## src/rtl/ahbtoapb_pkg.sv

```systemverilog
// Shared types and helpers for the AHB-to-APB bridge datapath.
// Latency: none (types, constants and pure functions only).
// Backpressure: not applicable.
//
// Contents:
//   strb_width()/ptr_width()  width helpers; modules turn these into their own
//                             STRB_WIDTH / PTR_WIDTH localparams.
//   entry_ctrl_t              width-independent part of a queue entry.
//   size_to_strb()            HSIZE + address LSBs -> byte-lane strobes.
package ahbtoapb_pkg;

  localparam int MAX_DATA_WIDTH = 64;
  localparam int MAX_STRB_WIDTH = MAX_DATA_WIDTH / 8;

  function automatic int strb_width(input int data_width);
    return data_width / 8;
  endfunction

  // A 1-entry queue still needs a 1-bit pointer so the storage can be indexed.
  function automatic int ptr_width(input int depth);
    return (depth > 1) ? $clog2(depth) : 1;
  endfunction

  // Address and write data depend on module parameters, so they are added
  // around this struct inside the queue module itself.
  typedef struct packed {
    logic       write;
    logic [2:0] size;
    logic       data_ok;
  } entry_ctrl_t;

  // Strobes for a transfer of 2**size bytes starting at byte lane addr_lsbs.
  // A transfer wider than the bus lights every lane; lanes shifted past the
  // top of the bus are dropped.
  function automatic logic [MAX_STRB_WIDTH-1:0] size_to_strb(
    input logic [2:0] size,
    input logic [2:0] addr_lsbs,
    input int         data_width
  );
    int          bus_bytes;
    int          xfer_bytes;
    logic [15:0] lane_mask;
    logic [15:0] base;
    bus_bytes  = data_width / 8;
    xfer_bytes = 1 << size;
    lane_mask  = 16'((1 << bus_bytes) - 1);
    if (xfer_bytes > bus_bytes) begin
      base = lane_mask;
    end else begin
      base = 16'(((1 << xfer_bytes) - 1) << addr_lsbs);
    end
    return MAX_STRB_WIDTH'(base & lane_mask);
  endfunction

endpackage

```

## src/rtl/ahbtoapb_strb_gen.sv

```systemverilog
// APB byte-strobe generator from transfer size and address byte offset.
// Latency: purely combinational.
// Backpressure: none; output follows inputs.
//
// Ports:
//   i_write      transfer direction; reads always give zero strobes
//   i_size       AHB HSIZE encoding
//   i_addr_lsbs  byte offset of the transfer within the bus word
//   o_strb       one bit per byte lane
module ahbtoapb_strb_gen
  import ahbtoapb_pkg::*;
#(
  parameter  int DATA_WIDTH = 32,
  localparam int STRB_WIDTH = DATA_WIDTH / 8,
  localparam int LSB_WIDTH  = $clog2(STRB_WIDTH)
) (
  input  logic                  i_write,
  input  logic [2:0]            i_size,
  input  logic [LSB_WIDTH-1:0]  i_addr_lsbs,
  output logic [STRB_WIDTH-1:0] o_strb
);

  logic [2:0] w_lsbs;

  always_comb begin
    w_lsbs = 3'(i_addr_lsbs);
    o_strb = i_write ? STRB_WIDTH'(size_to_strb(i_size, w_lsbs, DATA_WIDTH)) : '0;
  end

endmodule

```

## src/rtl/ahbtoapb_addrdata_queue.sv

```systemverilog
// Address/data queue between the AHB-to-APB control FSM and the APB master port.
// Latency: APB outputs are combinational from the head entry; HRDATA one edge after latch_rd_data.
// Backpressure: enq_addr while full (and no effective deq) is dropped and sets sticky overflow.
//
// Ports:
//   HCLK, HRESETN                 clock, async active-low reset (flushes the queue)
//   HADDR/HWRITE/HSIZE, enq_addr  address phase, pushed as a new entry
//   HWDATA, enq_data              data phase, completes the newest write entry
//   deq                           pop head (only when head_valid)
//   PRDATA, latch_rd_data         read data captured into HRDATA
//   clr_overflow                  clears the sticky overflow flag
//   PADDR/PWDATA/PSTRB/PWRITE     head entry presented to APB (zero while empty)
//   head_valid/full/empty/count   queue status
module ahbtoapb_addrdata_queue
  import ahbtoapb_pkg::*;
#(
  parameter  int ADDR_WIDTH = 32,
  parameter  int DATA_WIDTH = 32,
  parameter  int DEPTH      = 2,
  localparam int STRB_WIDTH = strb_width(DATA_WIDTH),
  localparam int PTR_WIDTH  = ptr_width(DEPTH),
  localparam int CNT_WIDTH  = $clog2(DEPTH) + 1,
  localparam int LSB_WIDTH  = $clog2(STRB_WIDTH)
) (
  input  logic                  HCLK,
  input  logic                  HRESETN,
  input  logic [ADDR_WIDTH-1:0] HADDR,
  input  logic                  HWRITE,
  input  logic [2:0]            HSIZE,
  input  logic [DATA_WIDTH-1:0] HWDATA,
  input  logic                  enq_addr,
  input  logic                  enq_data,
  input  logic                  deq,
  input  logic                  latch_rd_data,
  input  logic                  clr_overflow,
  input  logic [DATA_WIDTH-1:0] PRDATA,
  output logic [DATA_WIDTH-1:0] HRDATA,
  output logic [ADDR_WIDTH-1:0] PADDR,
  output logic [DATA_WIDTH-1:0] PWDATA,
  output logic [STRB_WIDTH-1:0] PSTRB,
  output logic                  PWRITE,
  output logic                  head_valid,
  output logic                  full,
  output logic                  empty,
  output logic [CNT_WIDTH-1:0]  count,
  output logic                  overflow
);

  typedef struct packed {
    logic [ADDR_WIDTH-1:0] addr;
    entry_ctrl_t           ctrl;
    logic [DATA_WIDTH-1:0] wdata;
  } entry_t;

  entry_t                r_mem [DEPTH];
  logic [PTR_WIDTH-1:0]  r_wr_ptr;
  logic [PTR_WIDTH-1:0]  r_rd_ptr;
  logic [CNT_WIDTH-1:0]  r_count;
  logic [DATA_WIDTH-1:0] r_hrdata;
  logic                  r_overflow;

  entry_t                w_head;
  entry_t                w_new;
  logic [PTR_WIDTH-1:0]  w_last_ptr;
  logic                  w_full;
  logic                  w_empty;
  logic                  w_head_valid;
  logic                  w_deq_ok;
  logic                  w_enq_ok;
  logic                  w_data_ok;
  logic                  w_ovf_set;
  logic                  w_head_write;

  function automatic logic [PTR_WIDTH-1:0] ptr_inc(input logic [PTR_WIDTH-1:0] p);
    return (p == PTR_WIDTH'(DEPTH - 1)) ? '0 : p + PTR_WIDTH'(1);
  endfunction

  function automatic logic [PTR_WIDTH-1:0] ptr_dec(input logic [PTR_WIDTH-1:0] p);
    return (p == '0) ? PTR_WIDTH'(DEPTH - 1) : p - PTR_WIDTH'(1);
  endfunction

  always_comb begin
    w_full       = (r_count == CNT_WIDTH'(DEPTH));
    w_empty      = (r_count == '0);
    w_head       = r_mem[r_rd_ptr];
    w_head_valid = !w_empty && w_head.ctrl.data_ok;
    w_deq_ok     = deq && w_head_valid;
    // A full queue can still take a push when the head leaves on the same edge;
    // the freed slot is exactly the one wr_ptr points at.
    w_enq_ok     = enq_addr && (!w_full || w_deq_ok);
    w_ovf_set    = enq_addr && !w_enq_ok;
    // Data phase always belongs to the most recently pushed entry.
    w_last_ptr   = ptr_dec(r_wr_ptr);
    w_data_ok    = enq_data && !w_empty && !r_mem[w_last_ptr].ctrl.data_ok;

    w_new              = '0;
    w_new.addr         = HADDR;
    w_new.ctrl.write   = HWRITE;
    w_new.ctrl.size    = HSIZE;
    w_new.ctrl.data_ok = !HWRITE;
  end

  always_ff @(posedge HCLK or negedge HRESETN) begin
    if (!HRESETN) begin
      for (int i = 0; i < DEPTH; i++) begin
        r_mem[i] <= '0;
      end
      r_wr_ptr   <= '0;
      r_rd_ptr   <= '0;
      r_count    <= '0;
      r_hrdata   <= '0;
      r_overflow <= 1'b0;
    end else begin
      // With DEPTH>1 w_last_ptr never equals r_wr_ptr; with DEPTH=1 the two
      // strobes cannot both be effective, so these writes never collide.
      if (w_data_ok) begin
        r_mem[w_last_ptr].wdata        <= HWDATA;
        r_mem[w_last_ptr].ctrl.data_ok <= 1'b1;
      end
      if (w_enq_ok) begin
        r_mem[r_wr_ptr] <= w_new;
        r_wr_ptr        <= ptr_inc(r_wr_ptr);
      end
      if (w_deq_ok) begin
        r_rd_ptr <= ptr_inc(r_rd_ptr);
      end
      if (w_enq_ok && !w_deq_ok) begin
        r_count <= r_count + CNT_WIDTH'(1);
      end else if (w_deq_ok && !w_enq_ok) begin
        r_count <= r_count - CNT_WIDTH'(1);
      end
      // Set wins over clear so a rejection in the clearing cycle is not lost.
      if (w_ovf_set) begin
        r_overflow <= 1'b1;
      end else if (clr_overflow) begin
        r_overflow <= 1'b0;
      end
      if (latch_rd_data) begin
        r_hrdata <= PRDATA;
      end
    end
  end

  assign w_head_write = !w_empty && w_head.ctrl.write;

  ahbtoapb_strb_gen #(
    .DATA_WIDTH (DATA_WIDTH)
  ) u_strb_gen (
    .i_write     (w_head_write),
    .i_size      (w_head.ctrl.size),
    .i_addr_lsbs (w_head.addr[LSB_WIDTH-1:0]),
    .o_strb      (PSTRB)
  );

  assign PADDR      = w_empty ? '0 : w_head.addr;
  assign PWDATA     = w_empty ? '0 : w_head.wdata;
  assign PWRITE     = w_head_write;
  assign head_valid = w_head_valid;
  assign full       = w_full;
  assign empty      = w_empty;
  assign count      = r_count;
  assign overflow   = r_overflow;
  assign HRDATA     = r_hrdata;

endmodule

```

## config.mk

```make
export PLATFORM = sky130hd
export DESIGN_NAME = ahbtoapb_addrdata_queue
export DESIGN_NICKNAME = d
export VERILOG_FILES = /design/src/rtl/ahbtoapb_pkg.sv /design/src/rtl/ahbtoapb_strb_gen.sv /design/src/rtl/ahbtoapb_addrdata_queue.sv
export SDC_FILE = /design/constraint.sdc
export NUM_CORES = 1
export LEC_CHECK = 0
export CORE_ASPECT_RATIO = 0.8
export CORE_MARGIN = 3
export CORE_UTILIZATION = 44
export CTS_CLUSTER_DIAMETER = 150
export DETAILED_ROUTE_END_ITERATION = 8
export HOLD_SLACK_MARGIN = 0.03
export PLACE_DENSITY = 0.87
export SYNTH_ARGS = -nofsm -noshare
export SYNTH_HDL_FRONTEND = slang
export SYNTH_SLANG_ARGS = --single-unit
```

## constraint.sdc

```tcl
create_clock -name HCLK -period 2.5 [get_ports HCLK]
set_input_delay 0.5 -clock HCLK [delete_from_list [all_inputs] [get_ports HCLK]]
set_output_delay 0.5 -clock HCLK [all_outputs]
set_load 0.005 [all_outputs]
```

; ---- Word level (Yosys, flattened, before mapping)
; Cells that the tools add are included.
[word_totals]
in_bits = 107
word_cells = 83
reg_bits = 175
out_inout_bits = 107
[classes]
reduce_logical = 21
magnitude_cmp = 6
muxes = 28
n_addsub = 6
n_bitwise = 3
eq_ne = 1
shifts = 3
[op_table]
columns = cell, count
row1 = $bwmux 138, 3
row2 = $mux 138, 2
row3 = $mux 69, 4
row4 = $demux 69 s1, 3
row5 = $mux 33, 4
row6 = $mux 32, 3
row7 = $gt 32x4->1 const B, 1
row8 = $shl 1x3->32 const A, 1
row9 = $shl 1x32->32 const A, 1
row10 = $shl 32x2->4, 1
row11 = $sub 32x2->32 const B, 1
row12 = $logic_and 1x1->1, 11
row13 = $mux 4, 2
row14 = $ge 2x2->1 const B, 3
row15 = $logic_not 1->1, 6
row16 = $not 1->2, 3
row17 = $mux 1, 5
row18 = $lt 2x1->1 const B, 2
row19 = $mux 2, 2
row20 = $reduce_bool 2->1, 2
row21 = $add 1x1->1 const B, 2
row22 = $add 2x1->2 const B, 1
row23 = $eq 2x2->1 const B, 1
row24 = $logic_not 2->1, 1
row25 = 3 further kinds, 3

; ---- Longest topological paths before layout
[depth]
ltp_word = 12
depth_mapped = 9

; ---- By module
; A second synthesis with hierarchy kept.
[unflattened]
hier_cells = 724
area_unflattened_um2 = 8219.1
[modules_own_cells]
columns = module, area_each_um2, cells_each, instances
row1 = ahbtoapb_addrdata_queue, 8089.0, 703, 1
row2 = ahbtoapb_strb_gen, 130.1, 21, 1

; ---- Least setup slack after synthesis
; Ideal clock, no wire load.
[synth_timing]
path_kind = reg2out
start = reg r_rd_ptr
end = out PSTRB[3]
arrival_time_ps = 1999
setup_slack_ps = 1
stages_incl_launch_ff = 10
path_buffers = 3
cell_sequence = dfrtp_1 > buf_2 > buf_2 > buf_2 > a21oi_1 > ha_1 > nand2_1 > o22a_1 > a31oi_1 > o21ai_0
[synth_via]
elab_chain_cells = 10
[synth_lines]
columns = item, line_no
row1 = start: declaration, ahbtoapb_addrdata_queue.sv:57  ; logic [PTR_WIDTH-1:0] r_rd_ptr;
row2 = start signal: assignment, ahbtoapb_addrdata_queue.sv:125  ; r_rd_ptr <= ptr_inc(r_rd_ptr);
row3 = $not 1->2 (implied by the code) *, ahbtoapb_addrdata_queue.sv:85  ; w_head = r_mem[r_rd_ptr];
row4 = $mux 69 (implied by the code) * (3 in a row), ahbtoapb_addrdata_queue.sv:85
row5 = $shl 1x3->32, ahbtoapb_pkg.sv:45  ; xfer_bytes = 1 << size;
row6 = $shl 1x32->32, ahbtoapb_pkg.sv:50  ; base = 16'(((1 << xfer_bytes) - 1) << addr_lsbs);
row7 = $sub 32x2->32, ahbtoapb_pkg.sv:50
row8 = $shl 32x2->4, ahbtoapb_pkg.sv:50
row9 = $mux 4, ahbtoapb_pkg.sv:47  ; if (xfer_bytes > bus_bytes) begin
row10 = $mux 4 *, ahbtoapb_strb_gen.sv:27  ; o_strb = i_write ? STRB_WIDTH'(size_to_strb(i_size, w_lsbs, DATA_WIDTH)) : '0;
row11 = end: declaration, ahbtoapb_addrdata_queue.sv:40  ; output logic [STRB_WIDTH-1:0] PSTRB,
; Mark *: on every way between the ends. The rest lies on a longest branch, timed or not. The select of a mux whose other input is x is not followed.

; ---- Final worst setup path
[layout_timing]
start = reg r_rd_ptr
end = out PSTRB[1]
; Same word-level chain as after synthesis.

==> results.md <==
* Tot Pwr at 13.7 mW
* DRT antenna net count at 0
* Placed insts at 1,131
* NumNets Final at 1,054
* CP endpoint kind: output port
* Seq cells post-synth at 175
* Max Clock Skew at 0.00651 ns
* Latest clock arrival within the worst-skew pair at 0.42 ns
* First-pass GRT wire length at 34.2 mm
* Mapped cell area at 7940 um2
* Worst R2R End: r_mem[124]
* Synthesized area per cell at 11.1 um2
* WL/cell at 18.3 um
* Status: finished, violations left
* Root Buffer: clkbuf_16
* FF-to-FF Start: r_rd_ptr
* Failing checks: setup timing
* Post-route DRC violation count at 0
* Largest net degree at the start of global routing at 63
* Die Y at 126 um
* Yosys cell types at 37
* Path type of the worst setup path: reg2out
* Fraction of layout cells with a size suffix above 1 at 0.256
* P_sw at 4.84 mW
* Syn Inst Count at 717
* Vias in the first global route at 6,615
* DR iter-0 viols at 349
* Tightest Pin Transition at 0.625 ns
* Clock group share of total power at 0.191
* Final number of setup-violating endpoints at 3
* Drt via density at 5.25
* Initial antenna violation count at 0
* Max VDD drop at 0.815 mV
* Site row count at 43
* Hold Fails Final Rpt at 0
* DR pass1 iterations at 4
* Final worst path period share at 1.06
* Vias post-DR at 6,199
* Final hold slack at 0.0639 ns
* Horiz. Die Dim at 156 um
* Ys async rst share at 1.00
* Seq pwr share at 0.340
* Reg2reg path depth at 7
* Tmin final at 2.66 ns
* Peak Freq at 376 MHz
* GRT Total Usage at 0.219
* Worst Setup Slack, final at -0.162 ns
* Post-DP HPWL at 13.1 mm
* Total core area at 17,500 um2
* Crit path DAT at 2.16 ns
* Internal power at 8.88 mW
* Ys Warns at 0
* Slew Limit Fails at 0
* Max-slew headroom at 0.584
* PwrDens at 1220 nW/um2
* Leakage at 5.04 nW
* Final WL at 21.7 mm
* ANT cells at 0
* Comb pwr share at 0.470
* Clk buf depth at 2
* Sequential fraction of the synthesis area at 0.552
* EDFF count, synth at 0
* HP Class: in2async
* Area Growth Syn to Fin at 41.1%
* Die area at 19,700 um2
* Ys flop type: dfrtp_1
* H-tree depth at 4
* Mapped Nets at 826
* Sw frac at 0.353
* RSZ-0062 raised after global routing: yes
* Clock-pin slew on the worst setup and hold paths at 0.07 ns
* Number of max-cap violations at 0
* Clock Sinks at 175
* Worst Path Required at 2.00 ns
* CTS Buf Count at 17
* Critical Path Fanout Max at 8
* Slack of the worst reg-to-reg path at 0.16 ns
* Total congestion overflow at 0
* I/O pin count at 214
* CTS tree: yes
* Hold_buf cts at 0
* Cell Count, Final, Fillers Out at 1,181
* Port buffer count at 213
* Setup crit start kind: register
* Initial Util at 0.454
* Global placer's final weighted congestion at 0.780
## registers in the layout, indices dropped and copies added (netlist names)
| register | flops |
|---|---|
| r_rd_ptr | 1 |
| overflow | 1 |
| r_mem | 138 |
| count | 2 |
| r_wr_ptr | 1 |
| HRDATA | 32 |
## per-stage QoR
stage | setup slack (ns) | utilization | TNS, ns | area, um2
after floorplan | 0.000514 | - | 0 | 7940
after global placement | -0.0805 | 0.596 | -0.146 | 10400
final | -0.162 | 0.641 | -0.373 | 11200
after detailed placement | -0.147 | 0.596 | -1.10 | 10400
after global routing | -0.273 | 0.641 | -1.22 | 11200
after CTS | -0.186 | 0.643 | -0.568 | 11200
## cell usage in the layout, fill, tap and decap left out, types with 2 or more instances in the layout
cell type        Yosys  layout
nor3_2               0       2
nor2_1              75      72
mux2i_2              0       4
mux2i_4              0       3
nor2_4               1       2
mux2i_1             67      60
dfrtp_1            175     173
clkinv_2             0       4
buf_12               0      13
buf_16               0       5
o21a_1               2       2
mux2_2             102     102
nor2_2               0       2
clkbuf_2             0      38
dlygate4sd2_1        0      26
mux2_1               3       3
a21oi_2              0       2
xnor2_1              2       2
clkbuf_16            0      18
bufinv_16            0       2
buf_2               13       4
clkdlybuf4s50_1      0     142
xor2_1               4       4
nand2b_1             3       3
a21oi_1             70      68
inv_6                0       5
o21ai_0              3       2
a31oi_1              2       2
nand2_1            136     135
buf_4                8      20
buf_6                3       5
inv_1                3       3
## synthesized netlist by cell type, drive strengths merged (2+ instances only)
cell,number,area (um2)
a21oi,70,350
a31oi,2,12.5
buf,30,181
clkbuf,18,67.6
dfrtp,175,4380
ha,2,25.0
inv,3,11.3
mux2,105,1180
mux2i,67,671
nand2,136,510
nand2b,3,18.8
nor2,76,293
nor2b,2,12.5
nor3,3,15.0
o21a,2,15.0
o21ai,3,15.0
xnor2,2,17.5
xor2,4,35.0
## cells by family (layout without fill, tap and decap cells)
| family | after synthesis | in the layout | share of synthesized area |
|---|---|---|---|
| AND/OR/NAND/NOR | 225 | 225 | 0.111 |
| other | 1 | 1 | 0.000472 |
| adder cells (fa/ha/maj) | 2 | 2 | 0.00315 |
| AO/OA/AOI/OAI | 85 | 85 | 0.0604 |
| XOR/XNOR | 6 | 6 | 0.00662 |
| multiplexers | 172 | 172 | 0.233 |
| flip-flops | 175 | 175 | 0.552 |
| buffers and inverters | 51 | 290 | 0.0328 |
## power by group through the flow
stage	registers, mW	logic [mW]	clock network, mW
CTS	4.62	6.37	2.67
finish	4.66	6.44	2.61
floorplan	4.45	3.45	0
global placement	4.56	6.03	0
global route	4.79	7.00	2.80
detailed placement	4.62	6.15	0
## worst max path at each step
| stage | startpoint | end | slack [ns] | depth (start not counted) |
|---|---|---|---|---|
| after global routing | r_mem[103] | PSTRB[3] | -0.27 | 8 |
| after floorplan | r_rd_ptr | PSTRB[3] | 0.0005 | 9 |
| after global placement | r_rd_ptr | PSTRB[3] | -0.08 | 8 |
| final | r_rd_ptr | PSTRB[1] | -0.16 | 7 |
| after CTS | r_mem[103] | PSTRB[2] | -0.19 | 8 |
| after detailed placement | r_rd_ptr | head_valid | -0.15 | 5 |
## critical path: stages, from the launching register on
cell and delay, ns:
dfrtp_4 0.50, buf_12 0.16, buf_4 0.14, buf_6 0.13
mux2i_4 0.26, a21oi_1 0.12, o21a_1 0.17, dlygate4sd2_1 0.26
## layout make-up
class / count / area [um2]
flip-flops and latches: 175 / 4380
clock buffers: 18 / 439
clock inverters: 12 / 133
fillers: 1395 / 6280
multi-input cells: 491 / 3430
inverters: 3 / 11.3
well taps: 225 / 282
repair buffers: 257 / 2530
## routing by layer
layer	wire [um]	global-route usage	part of all wire
met5	0	0	0
met4	214	0.0473	0.0099
met3	1390	0.0646	0.064
met2	10700	0.370	0.50
met1	9320	0.281	0.43
## what timing repair did
action,4_1_cts,5_1_grt
pin swaps,8,2
gates cloned,4,1
setup buffers,11,4
setup endpoints to repair,130,12
resized for setup,112,86
(Power assumes the default switching activity.)
